[src/rtl/rv_decode_stage.sv]
// RV32I/RV32E decode stage: valid/ready input, registered ID/EX outputs, load-use bubble, flush.
// Optional macro DECODE_ILLEGAL_EN builds illegal-instruction detection; otherwise out_illegal is 0.
module rv_decode_stage #(
  parameter int XLEN    = 32,
  parameter int RADDR_W = 5
) (
  input  logic               clk,
  input  logic               rst,
  input  logic               in_valid,
  output logic               in_ready,
  input  logic [31:0]        in_instr,
  input  logic [XLEN-1:0]    in_pc,
  input  logic               flush,
  output logic [RADDR_W-1:0] rs1_addr,
  output logic [RADDR_W-1:0] rs2_addr,
  input  logic [XLEN-1:0]    rs1_data,
  input  logic [XLEN-1:0]    rs2_data,
  output logic               out_valid,
  input  logic               out_ready,
  output logic [XLEN-1:0]    out_pc,
  output logic [XLEN-1:0]    out_rs1_data,
  output logic [XLEN-1:0]    out_rs2_data,
  output logic [XLEN-1:0]    out_imm,
  output logic [RADDR_W-1:0] out_rs1,
  output logic [RADDR_W-1:0] out_rs2,
  output logic [RADDR_W-1:0] out_rd,
  output logic [2:0]         out_funct3,
  output logic               out_funct7b5,
  output logic               out_is_load,
  output logic               out_is_store,
  output logic               out_is_branch,
  output logic               out_is_jal,
  output logic               out_is_jalr,
  output logic               out_is_lui,
  output logic               out_is_auipc,
  output logic               out_is_alu_reg,
  output logic               out_is_alu_imm,
  output logic               out_reg_we,
  output logic               out_illegal
);

  localparam logic [6:0] OPC_LOAD   = 7'b0000011;
  localparam logic [6:0] OPC_MISC   = 7'b0001111;
  localparam logic [6:0] OPC_OPIMM  = 7'b0010011;
  localparam logic [6:0] OPC_AUIPC  = 7'b0010111;
  localparam logic [6:0] OPC_STORE  = 7'b0100011;
  localparam logic [6:0] OPC_OP     = 7'b0110011;
  localparam logic [6:0] OPC_LUI    = 7'b0110111;
  localparam logic [6:0] OPC_BRANCH = 7'b1100011;
  localparam logic [6:0] OPC_JALR   = 7'b1100111;
  localparam logic [6:0] OPC_JAL    = 7'b1101111;
  localparam logic [6:0] OPC_SYSTEM = 7'b1110011;

  logic [6:0]         opcode_s;
  logic [RADDR_W-1:0] rs1_idx_s, rs2_idx_s, rd_idx_s;
  logic               is_load_d, is_store_d, is_branch_d, is_jal_d, is_jalr_d;
  logic               is_lui_d, is_auipc_d, is_alu_reg_d, is_alu_imm_d;
  logic               known_opc_s, writes_rd_s, uses_rs1_s, uses_rs2_s;
  logic               illegal_d, reg_we_d;
  logic [31:0]        imm32_s;
  logic [XLEN-1:0]    imm_d;
  logic               advance_s, hazard_s, load_s, valid_d;

  logic               valid_q;
  logic [XLEN-1:0]    pc_q, rs1_data_q, rs2_data_q, imm_q;
  logic [RADDR_W-1:0] rs1_q, rs2_q, rd_q;
  logic [2:0]         funct3_q;
  logic               funct7b5_q, is_load_q, is_store_q, is_branch_q, is_jal_q, is_jalr_q;
  logic               is_lui_q, is_auipc_q, is_alu_reg_q, is_alu_imm_q, reg_we_q;

  assign opcode_s  = in_instr[6:0];
  assign rs1_idx_s = in_instr[15 +: RADDR_W];
  assign rs2_idx_s = in_instr[20 +: RADDR_W];
  assign rd_idx_s  = in_instr[7 +: RADDR_W];
  assign rs1_addr  = rs1_idx_s;
  assign rs2_addr  = rs2_idx_s;

  // Opcode class flags, register usage and 32-bit immediate selection
  always_comb begin
    is_load_d    = 1'b0;
    is_store_d   = 1'b0;
    is_branch_d  = 1'b0;
    is_jal_d     = 1'b0;
    is_jalr_d    = 1'b0;
    is_lui_d     = 1'b0;
    is_auipc_d   = 1'b0;
    is_alu_reg_d = 1'b0;
    is_alu_imm_d = 1'b0;
    known_opc_s  = 1'b1;
    imm32_s      = 32'd0;
    case (opcode_s)
      OPC_LOAD: begin
        is_load_d = 1'b1;
        imm32_s   = {{20{in_instr[31]}}, in_instr[31:20]};
      end
      OPC_OPIMM: begin
        is_alu_imm_d = 1'b1;
        imm32_s      = {{20{in_instr[31]}}, in_instr[31:20]};
      end
      OPC_JALR: begin
        is_jalr_d = 1'b1;
        imm32_s   = {{20{in_instr[31]}}, in_instr[31:20]};
      end
      OPC_STORE: begin
        is_store_d = 1'b1;
        imm32_s    = {{20{in_instr[31]}}, in_instr[31:25], in_instr[11:7]};
      end
      OPC_BRANCH: begin
        is_branch_d = 1'b1;
        imm32_s     = {{20{in_instr[31]}}, in_instr[7], in_instr[30:25], in_instr[11:8], 1'b0};
      end
      OPC_LUI: begin
        is_lui_d = 1'b1;
        imm32_s  = {in_instr[31:12], 12'd0};
      end
      OPC_AUIPC: begin
        is_auipc_d = 1'b1;
        imm32_s    = {in_instr[31:12], 12'd0};
      end
      OPC_JAL: begin
        is_jal_d = 1'b1;
        imm32_s  = {{12{in_instr[31]}}, in_instr[19:12], in_instr[20], in_instr[30:21], 1'b0};
      end
      OPC_OP:     is_alu_reg_d = 1'b1;
      OPC_MISC:   known_opc_s  = 1'b1;
      OPC_SYSTEM: known_opc_s  = 1'b1;
      default:    known_opc_s  = 1'b0;
    endcase
  end

  assign imm_d       = {{(XLEN-31){imm32_s[31]}}, imm32_s[30:0]};
  assign writes_rd_s = is_alu_reg_d | is_alu_imm_d | is_load_d | is_lui_d |
                       is_auipc_d | is_jal_d | is_jalr_d;
  assign uses_rs1_s  = is_alu_reg_d | is_alu_imm_d | is_load_d | is_store_d |
                       is_branch_d | is_jalr_d;
  assign uses_rs2_s  = is_alu_reg_d | is_store_d | is_branch_d;

`ifdef DECODE_ILLEGAL_EN
  localparam bit RV32E = (RADDR_W == 4);
  logic illegal_q;

  // Unknown opcode, non-32-bit encoding, or an x16..x31 reference on RV32E
  always_comb begin
    illegal_d = !known_opc_s || (in_instr[1:0] != 2'b11);
    if (RV32E) begin
      illegal_d = illegal_d || (uses_rs1_s && in_instr[19]) ||
                  (uses_rs2_s && in_instr[24]) || (writes_rd_s && in_instr[11]);
    end else begin
      illegal_d = illegal_d;
    end
  end

  // Illegal flag travels with the rest of the ID/EX payload
  always_ff @(posedge clk) begin
    if (rst) begin
      illegal_q <= 1'b0;
    end else if (load_s) begin
      illegal_q <= illegal_d;
    end
  end
  assign out_illegal = illegal_q;
`else
  assign illegal_d   = 1'b0;
  assign out_illegal = 1'b0;
`endif

  assign reg_we_d = writes_rd_s && (rd_idx_s != '0) && !illegal_d;

  // Handshake, load-use hazard and next valid
  always_comb begin
    advance_s = !valid_q || out_ready;
    hazard_s  = valid_q && is_load_q && (rd_q != '0) && in_valid &&
                ((uses_rs1_s && (rs1_idx_s == rd_q)) || (uses_rs2_s && (rs2_idx_s == rd_q)));
    load_s    = 1'b0;
    if (flush) begin
      valid_d = 1'b0;
    end else if (advance_s && hazard_s) begin
      valid_d = 1'b0;
    end else if (advance_s && in_valid) begin
      valid_d = 1'b1;
      load_s  = 1'b1;
    end else if (advance_s) begin
      valid_d = 1'b0;
    end else begin
      valid_d = valid_q;
    end
    in_ready = flush || (advance_s && !hazard_s);
  end

  // ID/EX pipeline register; payload only changes when an instruction is accepted
  always_ff @(posedge clk) begin
    if (rst) begin
      valid_q      <= 1'b0;
      pc_q         <= '0;
      rs1_data_q   <= '0;
      rs2_data_q   <= '0;
      imm_q        <= '0;
      rs1_q        <= '0;
      rs2_q        <= '0;
      rd_q         <= '0;
      funct3_q     <= 3'd0;
      funct7b5_q   <= 1'b0;
      is_load_q    <= 1'b0;
      is_store_q   <= 1'b0;
      is_branch_q  <= 1'b0;
      is_jal_q     <= 1'b0;
      is_jalr_q    <= 1'b0;
      is_lui_q     <= 1'b0;
      is_auipc_q   <= 1'b0;
      is_alu_reg_q <= 1'b0;
      is_alu_imm_q <= 1'b0;
      reg_we_q     <= 1'b0;
    end else begin
      valid_q <= valid_d;
      if (load_s) begin
        pc_q         <= in_pc;
        rs1_data_q   <= rs1_data;
        rs2_data_q   <= rs2_data;
        imm_q        <= imm_d;
        rs1_q        <= rs1_idx_s;
        rs2_q        <= rs2_idx_s;
        rd_q         <= rd_idx_s;
        funct3_q     <= in_instr[14:12];
        funct7b5_q   <= in_instr[30];
        is_load_q    <= is_load_d;
        is_store_q   <= is_store_d;
        is_branch_q  <= is_branch_d;
        is_jal_q     <= is_jal_d;
        is_jalr_q    <= is_jalr_d;
        is_lui_q     <= is_lui_d;
        is_auipc_q   <= is_auipc_d;
        is_alu_reg_q <= is_alu_reg_d;
        is_alu_imm_q <= is_alu_imm_d;
        reg_we_q     <= reg_we_d;
      end
    end
  end

  assign out_valid      = valid_q;
  assign out_pc         = pc_q;
  assign out_rs1_data   = rs1_data_q;
  assign out_rs2_data   = rs2_data_q;
  assign out_imm        = imm_q;
  assign out_rs1        = rs1_q;
  assign out_rs2        = rs2_q;
  assign out_rd         = rd_q;
  assign out_funct3     = funct3_q;
  assign out_funct7b5   = funct7b5_q;
  assign out_is_load    = is_load_q;
  assign out_is_store   = is_store_q;
  assign out_is_branch  = is_branch_q;
  assign out_is_jal     = is_jal_q;
  assign out_is_jalr    = is_jalr_q;
  assign out_is_lui     = is_lui_q;
  assign out_is_auipc   = is_auipc_q;
  assign out_is_alu_reg = is_alu_reg_q;
  assign out_is_alu_imm = is_alu_imm_q;
  assign out_reg_we     = reg_we_q;

endmodule

[config.mk]
export PLATFORM = sky130hd
export DESIGN_NAME = rv_decode_stage
export DESIGN_NICKNAME = d
export VERILOG_FILES = /design/src/rtl/rv_decode_stage.sv
export SDC_FILE = /design/constraint.sdc
export NUM_CORES = 1
export LEC_CHECK = 0
export CAP_MARGIN = 0
export CELL_PAD_IN_SITES_DETAIL_PLACEMENT = 2
export CELL_PAD_IN_SITES_GLOBAL_PLACEMENT = 2
export CORE_MARGIN = 2
export CORE_UTILIZATION = 22
export CTS_CLUSTER_DIAMETER = 40
export CTS_CLUSTER_SIZE = 14
export DETAILED_ROUTE_END_ITERATION = 10
export HOLD_SLACK_MARGIN = 0.05
export PLACE_DENSITY = 0.77
export REMOVE_ABC_BUFFERS = 1
export SLEW_MARGIN = 20
export SYNTH_ARGS = -nofsm -noshare
export SYNTH_HDL_FRONTEND = slang
export SYNTH_SLANG_ARGS = --single-unit
[constraint.sdc]
create_clock -name clk -period 3.2 [get_ports clk]
set_clock_uncertainty 0.2 [all_clocks]
set_input_delay 0.8 -clock clk [delete_from_list [all_inputs] [get_ports clk]]
set_output_delay 0.8 -clock clk [all_outputs]
set_load 0.05 [all_outputs]
==> flow_summary.json, run 1 <==
{
  "fin_ws_ns": -0.0173,
  "synth_seq_cells": 158,
  "power_leakage_nw": 3.84,
  "slew_headroom": 0.591,
  "cp.arrival_ns": 2.22,
  "hold_class": "reg2reg",
  "max_slew.worst_pin.slew_ns": 0.613,
  "dieArea_mm2": 0.0318,
  "grt_usage": 0.188,
  "pin_count": 303,
  "cts_tree": "yes",
  "yosys.area.top_type": "dfxtp_1",
  "yosys.area.top_type_share": 0.473,
  "via_per_inst": 4.95,
  "place_congestion": 0.780,
  "grt_pass1_wl_mm": 46.8,
  "synthDistinctLibCells": 43,
  "port_buffers": 301,
  "syn_area_per_cell_um2": 8.04,
  "hold_viol_final": 0,
  "violations": "setup timing",
  "status": "finished with violations",
  "routed_wl_mm": 31.0,
  "cts-root-buf": "clkbuf_16",
  "cts_hold_buf": 0,
  "cp-endpoint": "in_ready",
  "area_delta_synth_final_pct": 65.2,
  "grt_start_max_net_pins": 73,
  "dp.final_hpwl_mm": 20.8,
  "period_minus_slack_ns": 3.22,
  "required_ns": 2.20,
  "final_nets": 1241,
  "numCtsBuffers": 17,
  "post-synth-top-count-cell": "dfxtp_1",
  "p_per_area_mw_per_mm2": 466,
  "crit_chain": "buf_6 > and3b_2 > buf_12 > nand4_4 > nor4b_4 > o21a_4 > o21bai_1 > buf_4",
  "wl_per_cell_um": 20.5,
  "critPathMaxFanout": 2,
  "synthArstFlopShare": 0,
  "grt_pass1_vias": 7952,
  "rsz0062_at_grt": "yes",
  "core_mm2": 0.0298,
  "cp-start-kind": "primary input",
  "grtUsageMet3": 0.0486,
  "slowest_delay_ns": 0.34,
  "netlist_top_cells_area": "dfxtp_1 (47%), a21oi_1 (11%), o21ai_0 (11%)",
  "insertedDiodeCount": 0,
  "rr_worst_depth": 8,
  "drv_cap": 0,
  "r2r_setup_slack_ns": 0.61,
  "finalSetupViolations": 1,
  "dieWidth_um": 178,
  "slowest_stage": "nor4b_4",
  "top_usage_layer": "met2",
  "firstDrtPassIters": 4,
  "cts.clk_slew.worst_paths_ns": 0.07,
  "max-vdd-ir-drop_mv": 0.321,
  "postRouteAntennaNets": 0,
  "worstSetupEndpointType": "output pin",
  "use_met2": 0.319,
  "dp_cells": 1475,
  "critical_path.reg2reg.endpoint": "out_imm[31]",
  "fin_cells": 1511,
  "setup_tns_ns": -0.0173,
  "stdcell_area_mm2": 0.0111,
  "ys_seq_area_frac": 0.473,
  "start_util": 0.225,
  "htreeDepth": 4,
  "die_h_um": 178,
  "synth-edff-count": 0,
  "cts_sinks": 158,
  "drc": 0,
  "fmax_mhz": 311,
  "clock_latency_ns": 0.42,
  "synth_common_cells": "dfxtp_1 (158), a21oi_1 (150), o21ai_0 (143)",
  "antenna_found_initial": 1,
  "place_area_mm2": 0.0103,
  "route.vias.total": 7487,
  "clk_path_buf_depth": 2,
  "r2r_start": "out_rd[0]",
  "drive_gt1_frac": 0.120,
  "grt-ovfl-total": 0,
  "use_met1": 0.236,
  "first_iter_violations": 392,
  "synth_cells": 832,
  "critical_path_class": "in2out",
  "slew_viol_final": 0,
  "syn_area_mm2": 0.00669,
  "rows": 63,
  "crit_start": "in_instr[3]",
  "yosys_warnings": 0,
  "timing.final.crit_share": 1.01,
  "ys.flop_type": "dfxtp_1"
}
[layout by cell type (no fill, tap or decap), drive strengths merged, types with 2 or more instances in the layout]
| cell | count |
|---|---|
| nor4 | 2 |
| or2 | 2 |
| or4 | 4 |
| xor2 | 3 |
| clkinvlp | 6 |
| nand4 | 12 |
| nand2b | 14 |
| buf | 75 |
| dlygate4sd2 | 9 |
| clkbuf | 22 |
| nand3b | 2 |
| nor2 | 9 |
| nor3 | 9 |
| nand2 | 25 |
| xnor2 | 7 |
| o22ai | 2 |
| a21oi | 150 |
| a211oi | 22 |
| dfxtp | 158 |
| nand3 | 136 |
| clkdlybuf4s50 | 272 |
| inv | 9 |
| a22oi | 4 |
| o21ai | 150 |
[logic make-up after synthesis]
group,synth area share
AOI/OAI and AO/OA,0.264
xor gates and xnor gates,0.0131
buffers and inverters,0.0742
DFF,0.473
other,0.000560
and+or+nand+nor,0.176
[how the worst min path moves through the flow]
stage / to / startpoint / depth (start not counted)
4_1_cts: out_imm[10] / out_imm[10] / 2
6_report: out_pc[20] / out_pc[20] / 2
3_5_place_dp: out_imm[10] / out_imm[10] / 2
2_1_floorplan: out_imm[10] / out_imm[10] / 2
5_1_grt: out_rs1_data[27] / out_rs1_data[27] / 2
3_3_place_gp: out_rs1_data[25] / out_rs1_data[25] / 2
[critical path: cells and delay by family]
family / cells / cell delay (ns)
buf+inv: 3 / 0.42
simple gates: 3 / 0.74
compound gates: 2 / 0.25
[stage by stage]
step	power, mW	setup slack (ns)	hold slack, ns	utilization
3_3_place_gp	3.13	-0.444	0.260	0.347
3_5_place_dp	3.15	-0.462	0.271	0.347
6_report	5.15	-0.0173	0.277	0.371
2_1_floorplan	2.58	-6.86	0.491	-
4_1_cts	5.22	0.00351	0.282	0.370
5_1_grt	5.36	-0.0623	0.306	0.371
[layer usage]
layer  part of all wire  vias up  routed length (um)
met2               0.48      222               14900
met4              0.017        2                 534
met5            0.00042        -                  13
met1               0.43     3702               13500
met3              0.067       32                2070
li1                   -     3529                   -
[cell type report]
type	instances	area (um^2)
Sequential cell	158	3170
Fill cell	3306	18700
Timing Repair Buffer	359	3620
Tap cell	390	488
Inverter	4	15.0
Clock buffer	19	443
Clock inverter	13	130
Multi-Input combinational cell	568	3190
[report_power, final]
| part | total, mW | internal (mW) | switching, mW | leakage [nW] |
|---|---|---|---|---|
| Combinational | 1.03 | 0.413 | 0.615 | 2.29 |
| Clock | 2.03 | 1.11 | 0.920 | 0.261 |
| Sequential | 2.09 | 2.05 | 0.0457 | 1.29 |
[timing repair]
item | CTS | global route
endpoints found under the setup margin | 1 | 1
buffers inserted | 1 | 3
pin swaps | 11 | 7
gates resized for setup | 54 | 8
Power figures use the tool's default switching activity.
==> inputs of run 2 (changes only) <==
Settings changed: TNS_END_PERCENT set to 20.
==> results of run 2 <==
Final layout, timing and power as in run 1 (identical DEF).
